File: config.mk
export PLATFORM = sky130hd
export DESIGN_NAME = rm_lane_tracker
export DESIGN_NICKNAME = d
export VERILOG_FILES = /design/src/rtl/ariane_pkg.sv /design/src/rtl/rm_lane_fsm.sv /design/src/rtl/rm_lane_tracker.sv
export SDC_FILE = /design/constraint.sdc
export NUM_CORES = 1
export LEC_CHECK = 0
export CORE_MARGIN = 2
export CORE_UTILIZATION = 50
export DETAILED_ROUTE_END_ITERATION = 8
export GPL_TIMING_DRIVEN = 0
export PLACE_DENSITY = 0.72
export SLEW_MARGIN = 20
export SYNTH_ARGS = -nofsm -noshare
export SYNTH_HDL_FRONTEND = slang
export SYNTH_SLANG_ARGS = --single-unit
export TNS_END_PERCENT = 50
File: constraint.sdc
create_clock -name clk_i -period 12.2 [get_ports clk_i]
set_clock_uncertainty 0.2 [all_clocks]
set_input_delay 2.44 -clock clk_i [delete_from_list [all_inputs] [get_ports clk_i]]
set_output_delay 2.44 -clock clk_i [all_outputs]
set_load 0.01 [all_outputs]
File: src/rtl/ariane_pkg.sv
// Shared core types; this slice carries the runtime-monitor lane types.
// lane_ctrl is the per-event detector bundle, rm_lane_state_e the lane FSM.
package ariane_pkg;

  localparam int unsigned RM_LANE_W = 3;

  typedef struct packed {
    logic                 probe_val;
    logic [RM_LANE_W-1:0] lane;
    logic                 reset_lane;
  } lane_ctrl;

  typedef enum logic {
    RM_LANE_IDLE,
    RM_LANE_ACTIVE
  } rm_lane_state_e;

endpackage

File: src/rtl/rm_lane_fsm.sv
// Per-lane sequence tracker: follows events 0..NUM_EVENTS-1 in order.
// Ports: hit_i/reset_i per-event vectors for this lane, enable_i, timeout_i;
// busy_o/match_o/violation_o registered, match_nxt_o feeds the match counter.
module rm_lane_fsm
  import ariane_pkg::*;
#(
  parameter int unsigned NUM_EVENTS = 4,
  parameter int unsigned TIMEOUT_W  = 8
) (
  input  logic                  clk_i,
  input  logic                  rst_ni,
  input  logic                  enable_i,
  input  logic [TIMEOUT_W-1:0]  timeout_i,
  input  logic [NUM_EVENTS-1:0] hit_i,
  input  logic [NUM_EVENTS-1:0] reset_i,
  output logic                  busy_o,
  output logic                  match_o,
  output logic                  violation_o,
  output logic                  match_nxt_o
);

  localparam int unsigned STEP_W =
    (NUM_EVENTS > 1) ? $clog2(NUM_EVENTS) : 1;
  localparam logic [STEP_W-1:0] LAST =
    STEP_W'(NUM_EVENTS - 1);

  rm_lane_state_e       state_q, state_d;
  logic [STEP_W-1:0]    step_q, step_d;
  logic [TIMEOUT_W-1:0] timer_q, timer_d;
  logic                 match_q, match_d;
  logic                 viol_q, viol_d;
  logic [TIMEOUT_W:0]   timer_inc;
  logic                 expire;

  // Widened so a saturated timer never aliases a programmed window.
  assign timer_inc = {1'b0, timer_q} + 1'b1;
  assign expire = (timeout_i != '0) &&
                  (timer_inc == {1'b0, timeout_i});

  always_comb begin
    state_d = state_q;
    step_d  = step_q;
    timer_d = timer_q;
    match_d = 1'b0;
    viol_d  = 1'b0;
    if (!enable_i || (|reset_i)) begin
      state_d = RM_LANE_IDLE;
      step_d  = '0;
      timer_d = '0;
    end else begin
      unique case (state_q)
        RM_LANE_IDLE: begin
          if (hit_i[0]) begin
            if (NUM_EVENTS == 1) begin
              match_d = 1'b1;
            end else begin
              state_d = RM_LANE_ACTIVE;
              step_d  = STEP_W'(1);
              timer_d = '0;
            end
          end
        end
        RM_LANE_ACTIVE: begin
          if (hit_i[step_q]) begin
            timer_d = '0;
            if (step_q == LAST) begin
              match_d = 1'b1;
              state_d = RM_LANE_IDLE;
              step_d  = '0;
            end else begin
              step_d = step_q + STEP_W'(1);
            end
          end else if (expire) begin
            viol_d  = 1'b1;
            state_d = RM_LANE_IDLE;
            step_d  = '0;
            timer_d = '0;
          end else if (timer_q != '1) begin
            timer_d = timer_q + 1'b1;
          end
        end
        default: begin
          state_d = RM_LANE_IDLE;
        end
      endcase
    end
  end

  always_ff @(posedge clk_i or negedge rst_ni) begin
    if (!rst_ni) begin
      state_q <= RM_LANE_IDLE;
      step_q  <= '0;
      timer_q <= '0;
      match_q <= 1'b0;
      viol_q  <= 1'b0;
    end else begin
      state_q <= state_d;
      step_q  <= step_d;
      timer_q <= timer_d;
      match_q <= match_d;
      viol_q  <= viol_d;
    end
  end

  assign busy_o      = (state_q == RM_LANE_ACTIVE);
  assign match_o     = match_q;
  assign violation_o = viol_q;
  assign match_nxt_o = match_d;

endmodule

File: src/rtl/rm_lane_tracker.sv
// Runtime-monitor lane tracker: decodes per-event lane_ctrl into lanes.
// Ports: enable_i, timeout_i, lane_cnt_i in; busy_o, match_o, violation_o, match_count_o out.
module rm_lane_tracker
  import ariane_pkg::*;
#(
  parameter int unsigned NUM_EVENTS = 4,
  parameter int unsigned NUM_LANES  = 5,
  parameter int unsigned TIMEOUT_W  = 8,
  parameter int unsigned CNT_W      = 16
) (
  input  logic                            clk_i,
  input  logic                            rst_ni,
  input  logic                            enable_i,
  input  logic [TIMEOUT_W-1:0]            timeout_i,
  input  lane_ctrl [NUM_EVENTS-1:0]       lane_cnt_i,
  output logic [NUM_LANES-1:0]            busy_o,
  output logic [NUM_LANES-1:0]            match_o,
  output logic [NUM_LANES-1:0]            violation_o,
  output logic [CNT_W-1:0]                match_count_o
);

  localparam int unsigned POP_W = $clog2(NUM_LANES + 1);

  logic [NUM_EVENTS-1:0] hit   [NUM_LANES];
  logic [NUM_EVENTS-1:0] rst_v [NUM_LANES];
  logic [NUM_LANES-1:0]  match_nxt;
  logic [POP_W-1:0]      pop;
  logic [CNT_W:0]        sum;
  logic [CNT_W-1:0]      cnt_q, cnt_d;

  // Lane fields beyond NUM_LANES-1 match no lane and drop out here.
  always_comb begin
    for (int l = 0; l < NUM_LANES; l++) begin
      for (int k = 0; k < NUM_EVENTS; k++) begin
        hit[l][k] = lane_cnt_i[k].probe_val &&
                    (lane_cnt_i[k].lane == RM_LANE_W'(l));
        rst_v[l][k] = lane_cnt_i[k].reset_lane &&
                      (lane_cnt_i[k].lane == RM_LANE_W'(l));
      end
    end
  end

  for (genvar g = 0; g < NUM_LANES; g++) begin : g_lane
    rm_lane_fsm #(
      .NUM_EVENTS (NUM_EVENTS),
      .TIMEOUT_W  (TIMEOUT_W)
    ) u_fsm (
      .clk_i       (clk_i),
      .rst_ni      (rst_ni),
      .enable_i    (enable_i),
      .timeout_i   (timeout_i),
      .hit_i       (hit[g]),
      .reset_i     (rst_v[g]),
      .busy_o      (busy_o[g]),
      .match_o     (match_o[g]),
      .violation_o (violation_o[g]),
      .match_nxt_o (match_nxt[g])
    );
  end

  always_comb begin
    pop = '0;
    for (int l = 0; l < NUM_LANES; l++) begin
      pop = pop + POP_W'(match_nxt[l]);
    end
  end

  assign sum   = {1'b0, cnt_q} + (CNT_W+1)'(pop);
  assign cnt_d = sum[CNT_W] ? '1 : sum[CNT_W-1:0];

  always_ff @(posedge clk_i or negedge rst_ni) begin
    if (!rst_ni) begin
      cnt_q <= '0;
    end else begin
      cnt_q <= cnt_d;
    end
  end

  assign match_count_o = cnt_q;

endmodule

After elaboration in Yosys (flattened, before gate mapping)
Cells that the tools add are included.
- register bits: 81
- input bits: 31
- output and inout port bits: 31
- logic and storage cells: 314
- add/subtract/negate cells: 20
- $lt $le $gt $ge: 5
- equal/unequal tests: 46
- mux-type cells: 141
- bitwise operators: 5
- reduce and logical (&&, ||, !) cells: 71
- operators by type and width (kind ; number):
    8-bit two-way mux ; 25
    8-bit one-hot mux with 2 select lines ; 5
    1-bit two-way mux ; 70
    2-bit two-way mux ; 25
    8-bit by 1-bit adder with 9-bit output (second input constant) ; 5
    9-bit by 8-bit equality test with 1-bit output ; 5
    1-bit logical AND ; 45
    8-bit by 1-bit adder with 8-bit output (second input constant) ; 5
    8-bit != test (second input constant) ; 5
    5-bit != test (second input constant) ; 5
    3-bit by 2-bit equality test with 1-bit output (second input constant) ; 8
    4-bit != test (second input constant) ; 5
    2-bit one-hot mux with 2 select lines ; 5
    2-bit AND reduction ; 10
    4-bit OR reduction ; 5
    16-bit by 3-bit adder with 17-bit output ; 1
    16-bit two-way mux ; 1
    2-bit by 3-bit < comparator with 1-bit output (second input constant) ; 5
    3-bit by 1-bit != test with 1-bit output (second input constant) ; 5
    3-bit by 1-bit equality test with 1-bit output (second input constant) ; 4
    3-bit equality test (second input constant) ; 4
    3-bit zero test ; 4
    2-bit by 1-bit adder with 2-bit output (second input constant) ; 5
    1-bit binary-select mux with 2-bit select ; 5
    other kinds (9) ; 26

Longest topological paths before layout
- word-level depth: 13
- depth in mapped cells: 17
- gate-level depth less buffers: 16

Cells and area by module
From an unflattened synthesis, not the netlist that was laid out.
- cell total of the unflattened synthesis: 771
- area total of the unflattened synthesis: 6409.9 um^2
- modules (own cells, without submodules) (module ; times used ; cells each ; area an instance (um^2) ; seq. area each (um^2)):
    rm_lane_fsm at g_lane[0].u_fsm ... ; 4 ; 126 ; 1059.8 ; 325.3
    rm_lane_tracker ; 1 ; 152 ; 1183.6 ; 400.4
    rm_lane_fsm at g_lane[3].u_fsm ; 1 ; 115 ; 987.2 ; 325.3

Least setup slack after synthesis
Ideal clock, no wire load.
- kind: input to register
- from: in lane_cnt_i[3] (netlist name)
- to: reg cnt_q[10] (netlist: match_count_o[10])
- setup time: 134 ps
- arrival: 6184 ps
- data required time: 11866 ps
- path slack: 5682 ps
- stages on the path: 17
- path buffers: 1
- path through: nand2b_4 or3b_1 mux4_2 inv_1 and4_1 fa_1 inv_1 fa_1 inv_1 ha_1 fa_1 a21oi_1 nor3_1 and3_1 nand3_1 clkbuf_1 nand2_1
- elaborated cells on any way between the ends: 56
- classes of those cells: add/sub (5); eq/ne (4); mux (26); reduce/logical (21)
- RTL lines (item ; RTL line ; text):
    start, declared ; rm_lane_tracker.sv:15 ; input lane_ctrl [NUM_EVENTS-1:0] lane_cnt_i,
    3-bit by 2-bit equality test with 1-bit output (*) ; rm_lane_tracker.sv:36, rm_lane_tracker.sv:38 ;
    1-bit logical AND ; rm_lane_tracker.sv:35 ; hit[l][k] = lane_cnt_i[k].probe_val &&
    1-bit binary-select mux with 2-bit select ; rm_lane_fsm.sv:64 ; if (hit_i[step_q]) begin
    1-bit two-way mux (not written as such) ; rm_lane_fsm.sv:64 ;
    1-bit two-way mux ; rm_lane_fsm.sv:64 ;
    1-bit two-way mux ; rm_lane_fsm.sv:51 ; unique case (state_q)
    1-bit two-way mux (*) ; rm_lane_fsm.sv:46 ; if (!enable_i || (|reset_i)) begin
    net g_lane[2].u_fsm.match_nxt_o ; rm_lane_fsm.sv:19 ; output logic match_nxt_o
    2-bit by 1-bit adder with 3-bit output (*) ; rm_lane_tracker.sv:64 ; pop = pop + POP_W'(match_nxt[l]);
    3-bit by 1-bit adder with 3-bit output (*) (2 in a row) ; rm_lane_tracker.sv:64 ;
    16-bit by 3-bit adder with 17-bit output (*) ; rm_lane_tracker.sv:68 ; assign sum = {1'b0, cnt_q} + (CNT_W+1)'(pop);
    16-bit two-way mux (*) ; rm_lane_tracker.sv:69 ; assign cnt_d = sum[CNT_W] ? '1 : sum[CNT_W-1:0];
    net cnt_d[10] ; rm_lane_tracker.sv:29 ; logic [CNT_W-1:0] cnt_q, cnt_d;
    end signal, assigned ; rm_lane_tracker.sv:75 ; cnt_q <= cnt_d;
    end, declared ; rm_lane_tracker.sv:29 ;
Mark *: on every way through the listed nets, which the timed path passes. The rest lies on a longest branch. The select of a mux whose other input is x is not followed.
A chain may end at the register's enable or synchronous reset.

Final worst setup path
- from: in lane_cnt_i[3] (netlist name)
- to: reg cnt_q[11] (netlist: match_count_o[11])
The elaborated chain is that of the path after synthesis.

==> summary.txt <==
Synthesis
  • Syn_area_per_cell: 8.71 sq um
  • Mapped Area: 6090 sq um
  • Largest area contributor in the netlist: dfrtp_1
  • Post-synth EDFFs: 0
  • Primary FF master, synth: dfrtp_1
  • Syn_nets: 747
  • Largest cells by area after synthesis: dfrtp_1, nand2_1, xnor2_1
  • FFs w/ async S/R, synth: 1.00
  • Gate Count Post-Synth: 699
  • Share of the synthesized area in the top cell type: 0.333
  • Number of distinct library cells after synthesis: 85
  • Post-synthesis sequential area ratio: 0.333
  • Post-synthesis register bit count: 81
  • Syn. warnings: 0

Global routing
  • Initial antenna violation count: 0
  • Gr usage total: 0.251
  • Total gr overflow: 0
  • Largest net degree at the start of global routing: 44
  • First-pass GRT wire length: 26.0 mm
  • Vias in the first global route: 5392

Critical path
  • Reg2Reg Setup Slack: 7560 ps
  • Setup Crit Path Kind: input pin to flop
  • Worst Path Max Fanout: 10
  • CP endpoint kind: flop
  • Depth of the most critical reg-to-reg path: 15
  • CP required: 12200 ps
  • Crit path DAT: 7320 ps
  • Setup crit start kind: input pin

Min path
  • HP Class: flop to flop
  • Worst Hold Depth: 2

Clock network
  • Root buffer cell: clkbuf_16
  • Sink Count: 81
  • Post-CTS resize count: 0
  • Htree depth: 3
  • CTS tree: done
  • Clk_lat worst skew: 350 ps
  • Clock Pin Slew Worst Setup and Hold Paths: 60 ps
  • CTS buffer count: 9
  • Clk buf depth: 2
  • CTS Hold Bufs: 0
  • # Post-CTS Setup Buffers: 0

Power
  • Lkg Pwr: 3.01 nW
  • PD cells: 87.2 nW/um^2
  • Design Power: 0.622 mW
  • IR Drop Worst-Case VDD: 0.0000714 V

Route
  • Initial DRC count: 453
  • Post-DRT Antenna Nets: 0
  • Vias per Instance: 6.05
  • Post-DR wirelength/cell: 17.2 um
  • Drt pass-1 iters: 5
  • Via count: 5546
  • Routed WL: 15.8 mm
  • Drc violations: 0

Floorplan
  • Die area: 13100 sq um
  • Initial Utilization: 0.509
  • Die Wd: 114 um
  • Placeable Area: 12000 sq um
  • Row count: 40
  • Die Ht: 114 um
  • Top-Level Pins: 62

Timing
  • Worst Tran Pin Value: 711 ps
  • Minimum clock period: 7320 ps
  • Final WS setup: 4880 ps
  • Upper clock frequency limit: 137 MHz
  • Rel. slew slack: 0.523
  • Final hold vios: 0
  • Setup_tns: 0 ps
  • Final Cycle Share: 0.600
  • Final setup viols: 0
  • Final slew viol count: 0
  • RSZ-0062 raised after global routing: no

Placed design
  • Dpl cell area: 6840 sq um
  • Setup Slack @ Placement: 4480 ps
  • Port Buf Inserts: 55
  • GPL Wtd Cong: 0.918
  • Hpwl dp: 11.8 mm

Run
  • MaxCap Viol Count: 0

Cells and area
  • Most frequent cells in the layout: dfrtp_1, nand2_1, clkdlybuf4s50_1
  • Commonest non-fill, non-tap cell in the layout: dfrtp_1
  • N_diodes: 0
  • Design area: 7130 sq um
  • Area Growth Syn to Fin: 17.0%
  • Final #Nets: 814
  • Layout cells sized above 1: 0.108

Run status
  • Status: complete, no violations
-- report_power, final --
group	internal, mW	switching [mW]
sequential	0.271	0.00271
combinational	0.0325	0.0450
clock	0.162	0.109
-- synth_stat cells (all sizes together) (4+ instances only) --
cell type / number
o31ai: 6
or3: 12
xor2: 21
nand3b: 5
and2: 9
xnor2: 32
nand4: 9
a31oi: 12
mux4: 5
a22o: 7
o22ai: 14
nor3: 23
nor4: 7
a21o: 7
nand2: 75
mux2i: 5
nor2b: 18
and3: 21
nand2b: 13
dfrtp: 81
buf: 31
o32ai: 4
nor2: 41
o21ai: 26
and4: 8
ha: 14
nand3: 42
inv: 29
a32oi: 5
a21oi: 35
mux2: 4
clkbuf: 16
-- sequential cells by signal, summed over array words and instances (netlist names) --
signal	cells
g_lane.u_fsm.match_o	5
g_lane.u_fsm.violation_o	5
g_lane.u_fsm.step_q	10
match_count_o	16
g_lane.u_fsm.timer_q	40
g_lane.u_fsm.busy_o	5
-- kinds of logic after synthesis --
family                   synth area share
flip-flops                          0.333
buffers and inverters              0.0666
adder cells (fa/ha/maj)            0.0386
AND/OR/NAND/NOR                     0.268
multiplexers                       0.0347
XOR/XNOR                           0.0762
AO/OA/AOI/OAI                       0.183
-- layer usage --
layer / track usage / vias to the layer above / share of wire
li1: - / 2650 / -
met1: 0.320 / 2719 / 0.44
met5: 0 / - / 0
met2: 0.433 / 150 / 0.49
met4: 0.111 / 0 / 0.027
met3: 0.0249 / 27 / 0.043
-- worst max-delay path, stage by stage --
cell and delay (ps):
clkdlybuf4s50_1 480, nand2b_4 200, or3b_1 420, mux4_2 550, inv_1 90, and4_1 290, fa_1 180, inv_1 50
fa_1 540, inv_1 50, ha_1 210, fa_1 400, a21oi_1 330, nor3_1 160, and3_1 230, nand3_1 180
clkbuf_1 380, nand2_1 120
-- stage by stage --
stage | instances | hold WS (ps) | utilization
5_1_grt | 916 | 365 | 0.596
6_report | 916 | 325 | 0.596
3_3_place_gp | 901 | 299 | 0.570
2_1_floorplan | 699 | 276 | -
4_1_cts | 916 | 325 | 0.596
3_5_place_dp | 902 | 312 | 0.572
-- cell type report --
type	instances	area, sq um
fillers	1072	4840
multi-input cells	542	3660
flip-flops and latches	81	2030
repair buffers	56	568
plain buffers	47	297
clock buffers	11	243
well taps	147	184
inverters	29	109
clock inverters	3	42.5
-- worst paths after layout --
path	startpoint	to
max in group asynchronous	rst_ni	g_lane[1].u_fsm.timer_q[0]
setup reg to reg	g_lane[2].u_fsm.step_q[1]	match_count_o[11]
setup / recovery	lane_cnt_i[3]	match_count_o[11]
hold / removal	g_lane[0].u_fsm.timer_q[1]	g_lane[0].u_fsm.timer_q[1]
min in group asynchronous	rst_ni	g_lane[3].u_fsm.violation_o
hold reg to reg	g_lane[0].u_fsm.timer_q[1]	g_lane[0].u_fsm.timer_q[1]
Note: power is estimated with default switching activity, not from simulation.
